**config.mk**
```make
export PLATFORM = sky130hd
export DESIGN_NAME = axi_lite_regfile_flat
export DESIGN_NICKNAME = d
export VERILOG_FILES = /design/src/rtl/axi_lite_regfile_if.sv /design/src/rtl/axi_lite_regfile.sv /design/src/flat_wrapper.sv
export SDC_FILE = /design/constraint.sdc
export NUM_CORES = 2
export LEC_CHECK = 0
export CAP_MARGIN = 20
export CORE_AREA = 2 2 468 470
export CTS_CLUSTER_DIAMETER = 60
export DETAILED_ROUTE_END_ITERATION = 10
export DIE_AREA = 0 0 470 472
export PLACE_DENSITY = 0.33
export SLEW_MARGIN = 20
export SYNTH_ARGS = -nofsm -noshare
export SYNTH_HDL_FRONTEND = slang
export SYNTH_SLANG_ARGS = --single-unit
```
**constraint.sdc**
```tcl
create_clock -name aclk -period 2.59 [get_ports aclk]
set_input_delay 0.3885 -clock aclk [delete_from_list [all_inputs] [get_ports aclk]]
set_output_delay 0.3885 -clock aclk [all_outputs]
set_load 0.01 [all_outputs]
```
**src/rtl/axi_lite_regfile_if.sv**
```systemverilog
// AXI4-Lite bus bundle between a crossbar slave port and a register page.
// Carries the five channels; the master modport faces the fabric and the slave modport faces the register file.
interface axi_lite_regfile_if;
    logic [31:0] awaddr;
    logic [2:0]  awprot;
    logic        awvalid;
    logic        awready;
    logic [31:0] wdata;
    logic [3:0]  wstrb;
    logic        wvalid;
    logic        wready;
    logic [1:0]  bresp;
    logic        bvalid;
    logic        bready;
    logic [31:0] araddr;
    logic [2:0]  arprot;
    logic        arvalid;
    logic        arready;
    logic [31:0] rdata;
    logic [1:0]  rresp;
    logic        rvalid;
    logic        rready;

    modport master (
        output awaddr, awprot, awvalid, wdata, wstrb, wvalid, bready,
               araddr, arprot, arvalid, rready,
        input  awready, wready, bresp, bvalid, arready, rdata, rresp, rvalid
    );

    modport slave (
        input  awaddr, awprot, awvalid, wdata, wstrb, wvalid, bready,
               araddr, arprot, arvalid, rready,
        output awready, wready, bresp, bvalid, arready, rdata, rresp, rvalid
    );
endinterface

```
**src/rtl/axi_lite_regfile.sv**
```systemverilog
// AXI4-Lite register page: NREG RW control words, NREG RO status words, per-register write pulse.
// Write response one edge after AW+W both latched; read data registered at AR handshake; ready drops while a response is pending.
module axi_lite_regfile #(
    parameter int          NREG    = 16,
    parameter int          REG_AW  = 8,
    parameter int          DW      = 32,
    parameter logic [31:0] RST_VAL = 32'h0
) (
    input  logic                 aclk,
    input  logic                 areset,
    axi_lite_regfile_if.slave    bus,
    output logic [NREG*DW-1:0]   ctrl,
    output logic [NREG-1:0]      wr_pulse,
    input  logic [NREG*DW-1:0]   status
);
    localparam int         IW          = REG_AW - 2;
    localparam logic [1:0] RESP_OKAY   = 2'b00;
    localparam logic [1:0] RESP_SLVERR = 2'b10;

    logic [NREG-1:0][DW-1:0] ctrl_q;
    logic                    aw_full;
    logic                    w_full;
    logic [IW-1:0]           aw_idx;
    logic [DW-1:0]           w_data;
    logic [DW/8-1:0]         w_strb;
    logic                    bvalid_q;
    logic [1:0]              bresp_q;
    logic                    rvalid_q;
    logic [1:0]              rresp_q;
    logic [DW-1:0]           rdata_q;
    logic                    aw_hit;
    logic [IW-1:0]           ar_idx;
    logic [DW-1:0]           rd_val;
    logic [1:0]              rd_resp;
    logic                    awready_int;
    logic                    wready_int;
    logic                    arready_int;
    logic                    unused_bits;

    assign unused_bits = ^{bus.awprot, bus.arprot,
                           bus.awaddr[31:REG_AW], bus.awaddr[1:0],
                           bus.araddr[31:REG_AW], bus.araddr[1:0]};

    // Ready only depends on registered state, never on the incoming valids.
    assign awready_int = !aw_full && !bvalid_q;
    assign wready_int  = !w_full && !bvalid_q;
    assign arready_int = !rvalid_q;

    assign bus.awready = awready_int;
    assign bus.wready  = wready_int;
    assign bus.arready = arready_int;
    assign bus.bvalid  = bvalid_q;
    assign bus.bresp   = bresp_q;
    assign bus.rvalid  = rvalid_q;
    assign bus.rresp   = rresp_q;
    assign bus.rdata   = rdata_q;
    assign ctrl        = ctrl_q;
    assign ar_idx      = bus.araddr[REG_AW-1:2];

    always_comb begin
        aw_hit = 1'b0;
        for (int k = 0; k < NREG; k++) begin
            if (aw_idx == IW'(k)) aw_hit = 1'b1;
        end
    end

    always_comb begin
        rd_val  = '0;
        rd_resp = RESP_SLVERR;
        for (int k = 0; k < NREG; k++) begin
            if (ar_idx == IW'(k)) begin
                rd_val  = ctrl_q[k];
                rd_resp = RESP_OKAY;
            end else if (ar_idx == IW'(k + NREG)) begin
                rd_val  = status[k*DW +: DW];
                rd_resp = RESP_OKAY;
            end
        end
    end

    always_ff @(posedge aclk) begin
        if (areset) begin
            ctrl_q   <= {NREG{RST_VAL}};
            wr_pulse <= '0;
            aw_full  <= 1'b0;
            w_full   <= 1'b0;
            aw_idx   <= '0;
            w_data   <= '0;
            w_strb   <= '0;
            bvalid_q <= 1'b0;
            bresp_q  <= RESP_OKAY;
        end else begin
            wr_pulse <= '0;
            if (bus.awvalid && awready_int) begin
                aw_full <= 1'b1;
                aw_idx  <= bus.awaddr[REG_AW-1:2];
            end
            if (bus.wvalid && wready_int) begin
                w_full <= 1'b1;
                w_data <= bus.wdata;
                w_strb <= bus.wstrb;
            end
            // Both halves present: commit one edge later so AW/W ordering does not matter.
            if (aw_full && w_full) begin
                aw_full  <= 1'b0;
                w_full   <= 1'b0;
                bvalid_q <= 1'b1;
                bresp_q  <= aw_hit ? RESP_OKAY : RESP_SLVERR;
                for (int k = 0; k < NREG; k++) begin
                    if (aw_idx == IW'(k)) begin
                        wr_pulse[k] <= 1'b1;
                        for (int b = 0; b < DW/8; b++) begin
                            if (w_strb[b]) ctrl_q[k][8*b +: 8] <= w_data[8*b +: 8];
                        end
                    end
                end
            end
            if (bvalid_q && bus.bready) bvalid_q <= 1'b0;
        end
    end

    always_ff @(posedge aclk) begin
        if (areset) begin
            rvalid_q <= 1'b0;
            rresp_q  <= RESP_OKAY;
            rdata_q  <= '0;
        end else if (bus.arvalid && arready_int) begin
            rvalid_q <= 1'b1;
            rresp_q  <= rd_resp;
            rdata_q  <= rd_val;
        end else if (rvalid_q && bus.rready) begin
            rvalid_q <= 1'b0;
        end
    end
endmodule

```
**src/flat_wrapper.sv**
```systemverilog
// flat-port wrapper written by rule: the top's interface ports become plain ports
module axi_lite_regfile_flat 
#(
    parameter int          NREG    = 16,
    parameter int          REG_AW  = 8,
    parameter int          DW      = 32,
    parameter logic [31:0] RST_VAL = 32'h0
)
  (aclk, areset, ctrl, wr_pulse, status, bus_awaddr, bus_awprot, bus_awvalid, bus_wdata, bus_wstrb, bus_wvalid, bus_bready, bus_araddr, bus_arprot, bus_arvalid, bus_rready, bus_awready, bus_wready, bus_bresp, bus_bvalid, bus_arready, bus_rdata, bus_rresp, bus_rvalid);
  axi_lite_regfile_if bus_i ();
  input  logic aclk;
  input  logic areset;
  output logic [NREG*DW-1:0] ctrl;
  output logic [NREG-1:0] wr_pulse;
  input  logic [NREG*DW-1:0] status;
  input wire logic [$bits(bus_i.awaddr)-1:0] bus_awaddr;
  input wire logic [$bits(bus_i.awprot)-1:0] bus_awprot;
  input wire logic [$bits(bus_i.awvalid)-1:0] bus_awvalid;
  input wire logic [$bits(bus_i.wdata)-1:0] bus_wdata;
  input wire logic [$bits(bus_i.wstrb)-1:0] bus_wstrb;
  input wire logic [$bits(bus_i.wvalid)-1:0] bus_wvalid;
  input wire logic [$bits(bus_i.bready)-1:0] bus_bready;
  input wire logic [$bits(bus_i.araddr)-1:0] bus_araddr;
  input wire logic [$bits(bus_i.arprot)-1:0] bus_arprot;
  input wire logic [$bits(bus_i.arvalid)-1:0] bus_arvalid;
  input wire logic [$bits(bus_i.rready)-1:0] bus_rready;
  output wire logic [$bits(bus_i.awready)-1:0] bus_awready;
  output wire logic [$bits(bus_i.wready)-1:0] bus_wready;
  output wire logic [$bits(bus_i.bresp)-1:0] bus_bresp;
  output wire logic [$bits(bus_i.bvalid)-1:0] bus_bvalid;
  output wire logic [$bits(bus_i.arready)-1:0] bus_arready;
  output wire logic [$bits(bus_i.rdata)-1:0] bus_rdata;
  output wire logic [$bits(bus_i.rresp)-1:0] bus_rresp;
  output wire logic [$bits(bus_i.rvalid)-1:0] bus_rvalid;
  assign bus_i.awaddr = bus_awaddr;
  assign bus_i.awprot = bus_awprot;
  assign bus_i.awvalid = bus_awvalid;
  assign bus_i.wdata = bus_wdata;
  assign bus_i.wstrb = bus_wstrb;
  assign bus_i.wvalid = bus_wvalid;
  assign bus_i.bready = bus_bready;
  assign bus_i.araddr = bus_araddr;
  assign bus_i.arprot = bus_arprot;
  assign bus_i.arvalid = bus_arvalid;
  assign bus_i.rready = bus_rready;
  assign bus_awready = bus_i.awready;
  assign bus_wready = bus_i.wready;
  assign bus_bresp = bus_i.bresp;
  assign bus_bvalid = bus_i.bvalid;
  assign bus_arready = bus_i.arready;
  assign bus_rdata = bus_i.rdata;
  assign bus_rresp = bus_i.rresp;
  assign bus_rvalid = bus_i.rvalid;
  axi_lite_regfile #(.NREG(NREG), .REG_AW(REG_AW), .DW(DW), .RST_VAL(RST_VAL)) u_core (.aclk(aclk), .areset(areset), .bus(bus_i), .ctrl(ctrl), .wr_pulse(wr_pulse), .status(status));
endmodule
```
==> results.json <==
{
  "synth_ff_type": "dfxtp_1",
  "critPathMaxFanout": 12,
  "drv_cap": 0,
  "gp_congestion": 0.934,
  "crit_family": "buffers and inverters",
  "grt_usage": 0.291,
  "die_h_um": 472,
  "synth-seq-area-share": 0.406,
  "failed_checks": "negative setup slack",
  "worstPathCellList": "dlygate4sd2_1 -> buf_12 -> or4b_4 -> buf_4 -> nor2_2 -> buf_12 -> buf_4 -> buf_4 -> a21oi_1 -> o21ai_2 -> nand4_1 -> a41oi_2 -> buf_4 -> or3b_1",
  "max_slew_margin": 0.180,
  "drc": 0,
  "gr-max-usage-layer": "met2",
  "drt_iter0_drc": 5216,
  "layout-drive-gt1-share": 0.204,
  "fin_nets": 6311,
  "cts.sinks": 608,
  "final_cell_mix": "clkdlybuf4s50_1, nand2_1, buf_4, a21oi_1, dfxtp_1",
  "max_freq_mhz": 385,
  "io_buffers": 1133,
  "vias": 42900,
  "critPathBufInv": 7,
  "die_area_um2": 222000,
  "power_density_nw_per_um2": 516,
  "ys_async_sr_fraction": 0,
  "final_common_cell": "clkdlybuf4s50_1",
  "outcome": "finished, violations left",
  "die_w_um": 470,
  "fin_ws_ps": -10.4,
  "hold_path_class": "input port to register",
  "io_pins": 1194,
  "grt_max_degree": 175,
  "synth_cell_types": 80,
  "clk_latency_ps": 770,
  "rsz0062_at_grt": "false",
  "critPathLaunchType": "input port",
  "tightest_slew_ps": 1230,
  "met2_usage": 0.474,
  "grt_overflow": 0,
  "required_ps": 3290,
  "core_um2": 217000,
  "wl_per_cell_um": 38.9,
  "cts_tree": "done",
  "placed_cell_area_um2": 50900,
  "slowest_stage": "or4b_4",
  "avgSynthCellArea_um2": 7.42,
  "syn_inst": 4037,
  "hpwl_um": 278000,
  "initial_utilization": 0.138,
  "grt_pass1_vias": 41000,
  "cts.htree.levels": 3,
  "dp_slack_ps": -2120,
  "ctsRootBufferMaster": "clkbuf_16",
  "grt_use_met1": 0.365,
  "synthesis.area_um2": 30000,
  "synth_top_area_share": 0.406,
  "cp_common_cell": "buf_4",
  "period_share": 1.00,
  "synth_top_area_cell": "dfxtp_1",
  "ir_worst_vdd_mv": 0.510,
  "postCtsHoldBufs": 0,
  "synth.area.top_cells": "dfxtp_1, a21oi_1, nand2_1",
  "criticalPathCategory": "input port to register",
  "setup_viol": 1,
  "arrival_ps": 3300,
  "cp-end-kind": "register",
  "period_minus_slack_ps": 2600,
  "design_area_um2": 55600,
  "ant_nets": 0,
  "cellLeakagePower_nw": 19.2,
  "drv_slew": 0,
  "area_delta_synth_final_pct": 85.3,
  "skew_ps": 29.6,
  "crit_path_max_incr_delay_ps": 600,
  "clk_transition_reported_paths_ps": 60,
  "met3_usage": 0.0707,
  "drt_first_pass_iters": 6,
  "hold_viol_final": 0,
  "grt_antenna_before_repair": 140,
  "grt_pass1_wl_um": 430000,
  "whs_ps": 169,
  "std_cell_rows": 171,
  "yosys_warnings": 0,
  "routed_wl_um": 338000,
  "synth-seq-cells": 608,
  "synth_edf_count": 0,
  "clk_path_buf_depth": 3,
  "numCtsBuffers": 100,
  "avgViaCountPerCell": 4.94
}
==> power by group <==
part / total (W) / internal, W / switching, W
Clock: 0.0147 / 0.00890 / 0.00584
Sequential: 0.00960 / 0.00944 / 0.000157
Combinational: 0.00432 / 0.00176 / 0.00255
Total: 0.0286 / 0.0201 / 0.00855
==> final timing paths <==
path	start	end	slack, ps	cells after the start
worst max-delay path	bus_araddr[7]	u_core.bus.rdata[6]	-10	14
worst max register to register	u_core.aw_idx[5]	u_core.ctrl[432]	120	7
worst min register to register	u_core.ctrl[452]	u_core.ctrl[452]	470	2
worst min-delay path	bus_wdata[11]	u_core.w_data[11]	170	3
==> timing repair <==
item / 4_1_cts / 5_1_grt
setup buffers: 11 / 10
setup endpoints to repair: 42 / 67
pin swaps: 19 / 23
resized for setup: 132 / 56
gates cloned: 1 / 1
==> state kept, by name (all words and copies together) (netlist names), 4 cells and up <==
register,cells
u_core.ctrl,512
u_core.aw_idx,6
u_core.w_strb,4
u_core.wr_pulse,16
u_core.bus.rdata,32
u_core.w_data,32
==> cell usage after synthesis, types with 6 or more instances <==
| cell | number |
|---|---|
| buf_4 | 14 |
| nor3_1 | 73 |
| o31ai_1 | 10 |
| nand2_1 | 771 |
| nand4_1 | 17 |
| o221ai_1 | 67 |
| mux2i_1 | 6 |
| buf_1 | 7 |
| o21ai_0 | 91 |
| nor4_1 | 9 |
| inv_1 | 6 |
| nor2_2 | 12 |
| or3_1 | 19 |
| nor2_1 | 141 |
| clkbuf_1 | 319 |
| and4_1 | 9 |
| a221oi_1 | 112 |
| dfxtp_1 | 608 |
| a21oi_1 | 663 |
| buf_2 | 56 |
| o22ai_1 | 91 |
| o21ai_1 | 8 |
| a21o_1 | 17 |
| a221o_1 | 16 |
| nand3_1 | 556 |
| and3_1 | 32 |
| a211oi_1 | 16 |
| a2111oi_0 | 14 |
| a22oi_1 | 99 |
| or4_1 | 12 |
| a31oi_1 | 16 |
| o211ai_1 | 6 |
| a211o_1 | 13 |
| o2111ai_1 | 9 |
| a222oi_1 | 27 |
==> kinds of logic after synthesis <==
family | Yosys count | share of synthesized area
AND/OR/NAND/NOR | 1703 | 0.260
AO/OA/AOI/OAI | 1305 | 0.273
flip-flops | 608 | 0.406
buffers and inverters | 406 | 0.0559
multiplexers | 11 | 0.00388
XOR/XNOR | 3 | 0.000877
other | 1 | 0.000125
==> layer usage <==
metal	share of wire	up-vias
li1	-	18300
met1	0.41	21500
met2	0.46	2482
met3	0.080	534
met4	0.042	74
met5	0.0014	-
==> tightest hold or removal path, delay by kind of cell <==
kind                   cells  cell delay (ps)
AND/OR/NAND/NOR            1               60
AO/OA/AOI/OAI              1               50
buffers and inverters      1              400
==> stage by stage <==
stage                     total power, W  TNS (ps)  instances   util
after floorplan                   0.0107         0       4038      -
after global placement            0.0139    -48050       8416  0.235
after detailed placement          0.0139    -48430       8417  0.235
after CTS                         0.0288     -38.3       8616  0.255
after global routing              0.0293         0       8662  0.256
final                             0.0286     -10.4       8684  0.257
==> final cells by class <==
class / instances / area [um^2]
antenna: 59 / 148
clock buffer: 132 / 2800
clock inverter: 55 / 742
fill: 23600 / 161000
inverter: 6 / 22.5
multi-input combinational: 3024 / 17100
sequential: 608 / 12200
tap: 2854 / 3570
timing repair buffer: 1946 / 19000
Note: power is estimated with default switching activity, not from simulation.
